`src/rtl/led_pkg.sv`:
```
// Shared types for the LED pattern sequencer: mode encoding, debug view
// of the pattern state, and the mode/state -> LED vector decode.
package led_pkg;

  typedef enum logic [1:0] {
    SCAN  = 2'd0,
    COUNT = 2'd1,
    BLINK = 2'd2,
    OFF   = 2'd3
  } mode_e;

  localparam int NUM_LEDS = 5;
  localparam int SCAN_MAX = 4;
  localparam int CLK_HZ   = 12000000;

  typedef struct packed {
    mode_e      mode;
    logic [2:0] scan_pos;
    logic       scan_up;
    logic [4:0] cnt;
    logic       blink_ph;
  } led_dbg_t;

  // OFF wraps back to SCAN through the 2-bit overflow.
  function automatic mode_e next_mode(input mode_e m);
    return mode_e'(m + 2'd1);
  endfunction

  function automatic logic [NUM_LEDS-1:0] led_decode(input mode_e      mode,
                                                     input logic [2:0] scan_pos,
                                                     input logic [4:0] cnt,
                                                     input logic       blink_ph);
    logic [NUM_LEDS-1:0] v;
    case (mode)
      SCAN:    v = NUM_LEDS'(1) << scan_pos;
      COUNT:   v = cnt;
      BLINK:   v = {NUM_LEDS{blink_ph}};
      default: v = '0;
    endcase
    return v;
  endfunction

endpackage

```
`src/rtl/button_debounce.sv`:
```
// Two-flop synchroniser, level debounce and a one-cycle pulse on each
// accepted 0->1 transition of the button.
module button_debounce #(
  parameter int unsigned DEBOUNCE_CYC = 120000
) (
  input  logic clk,
  input  logic rst,
  input  logic btn_i,
  output logic press_o
);

  localparam int unsigned CW = $clog2(DEBOUNCE_CYC + 1);

  logic          meta_q, sync_q;
  logic          level_q, level_d;
  logic          press_q, press_d;
  logic [CW-1:0] cnt_q, cnt_d;

  // The counter only runs while the synchronised input disagrees with the
  // accepted level; any agreement restarts the qualification window.
  always_comb begin
    cnt_d   = '0;
    level_d = level_q;
    press_d = 1'b0;
    if (sync_q != level_q) begin
      if (cnt_q == CW'(DEBOUNCE_CYC - 1)) begin
        level_d = sync_q;
        press_d = sync_q;
      end else begin
        cnt_d = cnt_q + CW'(1);
      end
    end
  end

  always_ff @(posedge clk or posedge rst) begin
    if (rst) begin
      meta_q  <= 1'b0;
      sync_q  <= 1'b0;
      level_q <= 1'b0;
      press_q <= 1'b0;
      cnt_q   <= '0;
    end else begin
      meta_q  <= btn_i;
      sync_q  <= meta_q;
      level_q <= level_d;
      press_q <= press_d;
      cnt_q   <= cnt_d;
    end
  end

  assign press_o = press_q;

endmodule

```
`src/rtl/led_pattern_sequencer.sv`:
```
// Drives the five iCEstick user LEDs with one of four button-selected
// patterns stepped by a prescaled tick; pause freezes the stepping.
module led_pattern_sequencer
  import led_pkg::*;
#(
  parameter int unsigned STEP_DIV     = 2000000,
  parameter int unsigned DEBOUNCE_CYC = 120000
) (
  input  logic     clk,
  input  logic     rst,
  input  logic     mode_btn,
  input  logic     pause,
  output logic     D1,
  output logic     D2,
  output logic     D3,
  output logic     D4,
  output logic     D5,
  output led_dbg_t dbg_o
);

  localparam int unsigned PW = (STEP_DIV > 2) ? $clog2(STEP_DIV) : 1;

  logic                press;
  logic                tick;
  logic                pause_meta_q, pause_sync_q;
  logic [PW-1:0]       presc_q;
  mode_e               mode_q;
  logic [2:0]          scan_pos_q;
  logic                scan_up_q;
  logic [4:0]          cnt_q;
  logic                blink_ph_q;
  logic [NUM_LEDS-1:0] led_q;

  button_debounce #(.DEBOUNCE_CYC(DEBOUNCE_CYC)) u_btn (
    .clk     (clk),
    .rst     (rst),
    .btn_i   (mode_btn),
    .press_o (press)
  );

  assign tick = (presc_q == PW'(STEP_DIV - 1)) && !pause_sync_q;

  // A press outranks a coincident tick: the new pattern starts clean and
  // the tick is dropped rather than applied to either pattern.
  always_ff @(posedge clk or posedge rst) begin
    if (rst) begin
      pause_meta_q <= 1'b0;
      pause_sync_q <= 1'b0;
      presc_q      <= '0;
      mode_q       <= SCAN;
      scan_pos_q   <= '0;
      scan_up_q    <= 1'b1;
      cnt_q        <= '0;
      blink_ph_q   <= 1'b1;
      led_q        <= '0;
    end else begin
      pause_meta_q <= pause;
      pause_sync_q <= pause_meta_q;
      led_q        <= led_decode(mode_q, scan_pos_q, cnt_q, blink_ph_q);
      if (press) begin
        mode_q     <= next_mode(mode_q);
        presc_q    <= '0;
        scan_pos_q <= '0;
        scan_up_q  <= 1'b1;
        cnt_q      <= '0;
        blink_ph_q <= 1'b1;
      end else if (tick) begin
        presc_q <= '0;
        case (mode_q)
          SCAN: begin
            if (scan_up_q) begin
              if (scan_pos_q == 3'(SCAN_MAX)) begin
                scan_pos_q <= scan_pos_q - 3'd1;
                scan_up_q  <= 1'b0;
              end else begin
                scan_pos_q <= scan_pos_q + 3'd1;
              end
            end else begin
              if (scan_pos_q == 3'd0) begin
                scan_pos_q <= 3'd1;
                scan_up_q  <= 1'b1;
              end else begin
                scan_pos_q <= scan_pos_q - 3'd1;
              end
            end
          end
          COUNT:   cnt_q      <= cnt_q + 5'd1;
          BLINK:   blink_ph_q <= ~blink_ph_q;
          default: ;
        endcase
      end else if (!pause_sync_q) begin
        presc_q <= presc_q + PW'(1);
      end
    end
  end

  assign {D5, D4, D3, D2, D1} = led_q;
  assign dbg_o = {mode_q, scan_pos_q, scan_up_q, cnt_q, blink_ph_q};

endmodule
```
`config.mk`:
```
export PLATFORM = sky130hd
export DESIGN_NAME = led_pattern_sequencer
export DESIGN_NICKNAME = d
export VERILOG_FILES = /design/src/rtl/led_pkg.sv /design/src/rtl/button_debounce.sv /design/src/rtl/led_pattern_sequencer.sv
export SDC_FILE = /design/constraint.sdc
export NUM_CORES = 1
export LEC_CHECK = 0
export BUFFER_PORTS_ARGS = -buffer_cell sky130_fd_sc_hd__clkbuf_2
export CORE_MARGIN = 2
export CORE_UTILIZATION = 59
export CTS_CLUSTER_DIAMETER = 150
export DETAILED_ROUTE_END_ITERATION = 8
export GPL_ROUTABILITY_DRIVEN = 0
export PLACE_DENSITY = 0.78
export SLEW_MARGIN = 20
export SYNTH_ARGS = -nofsm -noshare
export SYNTH_HDL_FRONTEND = slang
export SYNTH_SLANG_ARGS = --single-unit
```
`constraint.sdc`:
```
create_clock -name clk -period 5.53 [get_ports clk]
set_input_delay 0.2765 -clock clk [delete_from_list [all_inputs] [get_ports clk]]
set_output_delay 0.2765 -clock clk [all_outputs]
set_load 0.005 [all_outputs]
```
== Word-level counts from Yosys, hierarchy flattened ==
Index checks and enable logic that the tools add are counted.

* Reductions and logical operators: 12
* Add/subtract/negate cells: 6
* Equality and inequality tests: 7
* Shifts and indexed selects: 1
* Bitwise operators: 1
* Muxes and demuxes: 26

{| class="wikitable"
|+ Operator list
! operator !! count
|-
| 21-bit two-way mux || 3
|-
| 17-bit two-way mux || 2
|-
| 21-bit by 1-bit adder with 21-bit output, second input constant || 1
|-
| 21-bit == test, second input constant || 1
|-
| 3-bit two-way mux || 6
|-
| 17-bit by 1-bit adder with 17-bit output, second input constant || 1
|-
| 17-bit == test, second input constant || 1
|-
| 5-bit two-way mux || 3
|-
| 5-bit case mux with 3 select lines || 1
|-
| 1-bit two-way mux || 11
|-
| 2-bit AND reduction || 4
|-
| 2-bit nonzero test || 4
|-
| 5-bit by 1-bit adder with 5-bit output, second input constant || 1
|-
| 1-bit by 3-bit << shifter with 5-bit output, first input constant || 1
|-
| 3-bit by 1-bit adder with 3-bit output, second input constant || 1
|-
| 3-bit == test, second input constant || 1
|-
| 3-bit zero test || 1
|-
| 3-bit by 2-bit != test with 1-bit output, second input constant || 1
|-
| 3-bit by 1-bit subtractor with 3-bit output, second input constant || 1
|-
| 2-bit by 1-bit adder with 2-bit output, second input constant || 1
|-
| 2-bit by 1-bit == test with 1-bit output, second input constant || 1
|-
| 2-bit == test, second input constant || 1
|-
| 2-bit zero test || 1
|-
| 1-bit logical AND || 1
|-
| other kinds (3) || 3
|}

* Register bits: 61
* Input bits: 4
* Logic and storage cells: 67

== Logic depth before layout (Yosys ltp) ==
* Depth after elaboration: 6
* Depth in mapped cells: 6

== Modules after synthesis ==
From an unflattened synthesis, not the netlist that was laid out.

* Cells, all modules: 316
* Area, all modules: 3209.3 um^2

{| class="wikitable"
|+ Modules (own cells, without submodules)
! module !! cells an instance !! area each (um^2) !! instances
|-
| led_pattern_sequencer || 222 || 2227.1 || 1
|-
| button_debounce || 94 || 982.2 || 1
|}

== Worst setup path before layout ==
Ideal clock, no wire load.

* Kind: register to register
* From: reg presc_q[8]
* To: reg cnt_q[2]
* Data arrival time: 2.078 ns
* Slack: 3.374 ns
* Setup time: 0.078 ns
* Data required time: 5.452 ns
* Path buffers: 2
* Cell stages (with the launch flop): 7
* Cell sequence: dfrtp_1 > or4b_4 > or3_1 > buf_2 > buf_6 > or4_1 > a21oi_1

* Word-level cells in the longest chain between the ends: 4

{| class="wikitable"
|+ Ends and longest elaborated chain
! element !! RTL line !! RTL
|-
| start: declaration || led_pattern_sequencer.sv:26 || <nowiki>logic [PW-1:0] presc_q;</nowiki>
|-
| start signal: assignment || led_pattern_sequencer.sv:92 || <nowiki>presc_q <= presc_q + PW'(1);</nowiki>
|-
| 21-bit == test || led_pattern_sequencer.sv:41 || <nowiki>assign tick = (presc_q == PW'(STEP_DIV - 1)) && !pause_sync_q;</nowiki>
|-
| 1-bit logical AND || led_pattern_sequencer.sv:41 ||
|-
| 2-bit nonzero test (no source line) || n/a ||
|-
| 2-bit AND reduction (no source line) || n/a ||
|-
| end signal: assignment || led_pattern_sequencer.sv:87 || <nowiki>COUNT: cnt_q <= cnt_q + 5'd1;</nowiki>
|-
| end: declaration || led_pattern_sequencer.sv:30 || <nowiki>logic [4:0] cnt_q;</nowiki>
|}

No other way between the ends.
A chain may end at the register's enable or synchronous reset.

== Worst setup path after layout ==
* From: reg pause_sync_q
* To: reg presc_q[20]

* Word-level cells in the longest chain between the ends: 4
* Elaborated cells between the ends (all ways): 5

{| class="wikitable"
|+ Ends and longest elaborated chain
! element !! RTL line !! RTL
|-
| start: declaration || led_pattern_sequencer.sv:25 || <nowiki>logic pause_meta_q, pause_sync_q;</nowiki>
|-
| start signal: assignment || led_pattern_sequencer.sv:58 || <nowiki>pause_sync_q <= pause_meta_q;</nowiki>
|-
| 1-bit zero test || n/a ||
|-
| 1-bit logical AND || led_pattern_sequencer.sv:41 ||
|-
| 21-bit two-way mux || led_pattern_sequencer.sv:67 || <nowiki>end else if (tick) begin</nowiki>
|-
| 21-bit two-way mux || led_pattern_sequencer.sv:60 || <nowiki>if (press) begin</nowiki>
|}

Several ways; a longest one is shown, not always the timed one.

==> flow_metrics.env <==
export IMPL_status="finished clean"
export IMPL_holdBufCountCts=0
export IMPL_clock_latency_ns=0.34
export IMPL_worst_path_largest_cell_delay_ns=0.70
export IMPL_final_nets=364
export IMPL_switchingPower_mw=0.238
export IMPL_crit_arrival_ns=2.82
export IMPL_cts_setup_buffers=0
export IMPL_diodes=0
export IMPL_drive_gt1_share_pct=13.1
export IMPL_clock_fmax_ghz=0.379
export IMPL_cp_required_ns=5.71
export IMPL_route_detailed_drc=0
export IMPL_gr_usage_met1_pct=32.6
export IMPL_dr_total_vias=2582
export IMPL_drt_iter0_drc=255
export IMPL_firstDrtPassIters=4
export IMPL_setup_tns_ns=0
export IMPL_area_growth_pct=11.4
export IMPL_p_clk_share_pct=44.9
export IMPL_dp_final_hpwl_mm=4.38
export IMPL_portBuffers=20
export IMPL_fillers=396
export IMPL_p_int_mw=0.768
export IMPL_fin_skew_ns=0.00943
export IMPL_rows=26
export IMPL_sw_frac_of_total_pct=23.7
export IMPL_wl_per_cell_microns=15.7
export IMPL_core_sq_um=5170
export IMPL_wirelength_mm=6.61
export IMPL_syn_area_sq_um=3210
export IMPL_cpMaxStageDelayCell="o21ai_2"
export IMPL_met2_usage_pct=38.5
export IMPL_path_class="register to register"
export IMPL_synth_edf_count=0
export IMPL_routed_via_density=6.15
export IMPL_setup_viol=0
export IMPL_antenna_found_initial=0
export IMPL_root_buffer="clkbuf_8"
export IMPL_p_leak_nw=1.52
export IMPL_p_total_mw=1.01
export IMPL_seq_area_sq_um=1530
export IMPL_start_util_pct=62.1
export IMPL_synthFlopType="dfrtp_1"
export IMPL_ys_seq_elements=61
export IMPL_top_usage_layer="met2"
export IMPL_min_period_ns=2.64
export IMPL_max_cap_viol_count=0
export IMPL_die_area_sq_um=6050
export IMPL_yosysWarnings=0
export IMPL_min_path_type="primary input to register"
export IMPL_clockBufferDepth=2
export IMPL_rsz0062_at_grt="no"
export IMPL_met3_usage_pct=4.07
export IMPL_pin_count=21
export IMPL_hold_viol=0
export IMPL_cp_buffers_inverters=0
export IMPL_critPathTopFamily="simple AND/OR/NAND/NOR gates"
export IMPL_avgSynthCellArea_sq_um=9.91
export IMPL_tightest_slew_ns=0.975
export IMPL_clkSlewWorstSetupHoldPaths_ns=0.07
export IMPL_multi_input_area_sq_um=1570
export IMPL_synthArstFlopShare_pct=100
export IMPL_critPathMaxFanout=19
export IMPL_cts_sinks=61
export IMPL_grt_usage_pct=24.2
export IMPL_crit_path_end_kind="register"
export IMPL_yosysSeqAreaShare_pct=47.6
export IMPL_cts_max_level=3
export IMPL_grt_pass1_vias=2422
export IMPL_cts_made_buffers=9
export IMPL_startpoint_type="register"
export IMPL_antenna_left=0
export IMPL_synthTopCellsByArea="dfrtp_1 46%, ha_1 5.8%, xor2_1 3.8%, nor2_1 3.7%, nand4_1 3.7%"
export IMPL_drv_slew=0
export IMPL_fin_util_pct=69.1
export IMPL_grt_start_max_net_pins=62
export IMPL_synth_cell_type_count=46
export IMPL_p_comb_share_pct=5.7
export IMPL_cts_tree="yes"
export IMPL_path_cells="or4b_4, or3_1, o21ai_2, o211ai_1"
export IMPL_syn_inst=324
export IMPL_power_density_nw_per_um2=281
export IMPL_yosysTopAreaCell="dfrtp_1"
export IMPL_grt_pass1_wl_mm=11.6
export IMPL_synth_common_cells="59 x dfrtp_1, 32 x nor2_1, 21 x a21oi_1, 21 x nand2_1, 19 x nand4_1"
export IMPL_die_h_microns=77.8
export IMPL_p_seq_share_pct=49.4
export IMPL_synth_top_cell_area_share_pct=46.0
export IMPL_syn_nets=343
export IMPL_period_share_pct=47.7
export IMPL_die_w_microns=77.8
export IMPL_ir_drop_mv=0.167
export IMPL_cts_resized_gates=0
export IMPL_globalRoute_totalOverflow=0
export IMPL_relSlewSlack_pct=34.5
export IMPL_yosysMostFrequentCell="dfrtp_1"
[final timing paths]
check / start / to / slack [ns] / cells after the start
worst max-delay path: pause_sync_q$_DFF_PP0_ / presc_q[20]$_DFFE_PP0P_ / 2.89 / 4
worst min-delay path: mode_btn / u_btn.meta_q$_DFF_PP0_ / 0.05 / 1
worst min register to register: u_btn.meta_q$_DFF_PP0_ / u_btn.sync_q$_DFF_PP0_ / 0.35 / 0
min in group asynchronous: rst / led_q[1]$_DFF_PP0_ / 0.12 / 3
max in group asynchronous: rst / presc_q[7]$_DFFE_PP0P_ / 4.90 / 3
worst max register to register: pause_sync_q$_DFF_PP0_ / presc_q[20]$_DFFE_PP0P_ / 2.89 / 4
[cell families (layout without fill, tap and decap cells)]
kind of cell             count (synthesis)  count (layout)  synth area share (%)
multiplexers                             4               4                  1.29
adder cells (fa/ha/maj)                 15              15                  5.85
XOR/XNOR                                24              24                  6.55
AND/OR/NAND/NOR                        133             133                  22.8
AO/OA/AOI/OAI                           62              62                  12.4
flip-flops                              61              61                  47.6
buffers and inverters                   25              51                  3.47
[worst reg2reg max path: cells and delay by family (launching register included)]
family / cells / cell delay, ns
AO/OA/AOI/OAI: 2 / 0.90
AND/OR/NAND/NOR: 2 / 1.10
flip-flops: 1 / 0.49
[layout by cell type (no fill, tap or decap), drive strengths merged, types with 2 or more instances in the layout]
| cell | n |
|---|---|
| dfrtp | 59 |
| nor2 | 32 |
| clkbuf | 32 |
| nand2 | 21 |
| a21oi | 21 |
| nand4 | 19 |
| ha | 15 |
| xor2 | 14 |
| inv | 13 |
| o31ai | 12 |
| xnor2 | 10 |
| o21ai | 10 |
| or3 | 9 |
| or4 | 9 |
| nand3 | 8 |
| nor3 | 7 |
| and3 | 6 |
| nor4 | 5 |
| a31oi | 4 |
| or4b | 4 |
| and4 | 3 |
| a211oi | 3 |
| mux2i | 3 |
| a22oi | 3 |
| nor3b | 2 |
| nand4b | 2 |
| nor2b | 2 |
| a222oi | 2 |
| o41ai | 2 |
| dfstp | 2 |
| bufinv | 2 |
| clkinv | 2 |
| buf | 2 |
[registers in the layout, summed over array words and instances (netlist names)]
register and flops:
scan_up_q 1, led_q 5, pause_meta_q 1, u_btn.meta_q 1
presc_q 21, u_btn.cnt_q 17, scan_pos_q 3, pause_sync_q 1
blink_ph_q 1, mode_q 2, u_btn.sync_q 1, u_btn.press_o 1
cnt_q 5, u_btn.level_q 1
[power groups by stage]
stage	sequential (mW)	clock, mW	combinational (mW)
6_report	0.497	0.451	0.0577
2_1_floorplan	0.497	0	0.0459
4_1_cts	0.497	0.455	0.0589
5_1_grt	0.502	0.475	0.0671
3_5_place_dp	0.504	0	0.0573
3_3_place_gp	0.502	0	0.0564
[per-stage QoR]
stage / cell area [sq um] / instances / hold WS (ns) / setup WS, ns
after CTS: 3580 / 420 / 0.0392 / 2.87
after global placement: 3350 / 404 / 0.338 / 2.93
after floorplan: 3210 / 324 / 0.308 / 3.37
final: 3580 / 420 / 0.0486 / 2.89
after detailed placement: 3350 / 404 / 0.339 / 2.89
after global routing: 3580 / 420 / 0.0383 / 2.68
[area by class of cell]
type	instances	area share (%)
sequential	61	42.8
timing repair buffer	22	3.22
inverter	13	1.36
clock inverter	4	1.96
multi-input combinational	238	43.9
tap	70	2.45
clock buffer	12	4.34
[layer usage]
metal  up-vias  wire, microns
met1      1271           3070
met3        11            248
met5         -              0
met4         0             85
li1       1244              -
met2        56           3210
No activity file was read; power rests on OpenSTA's default activity.
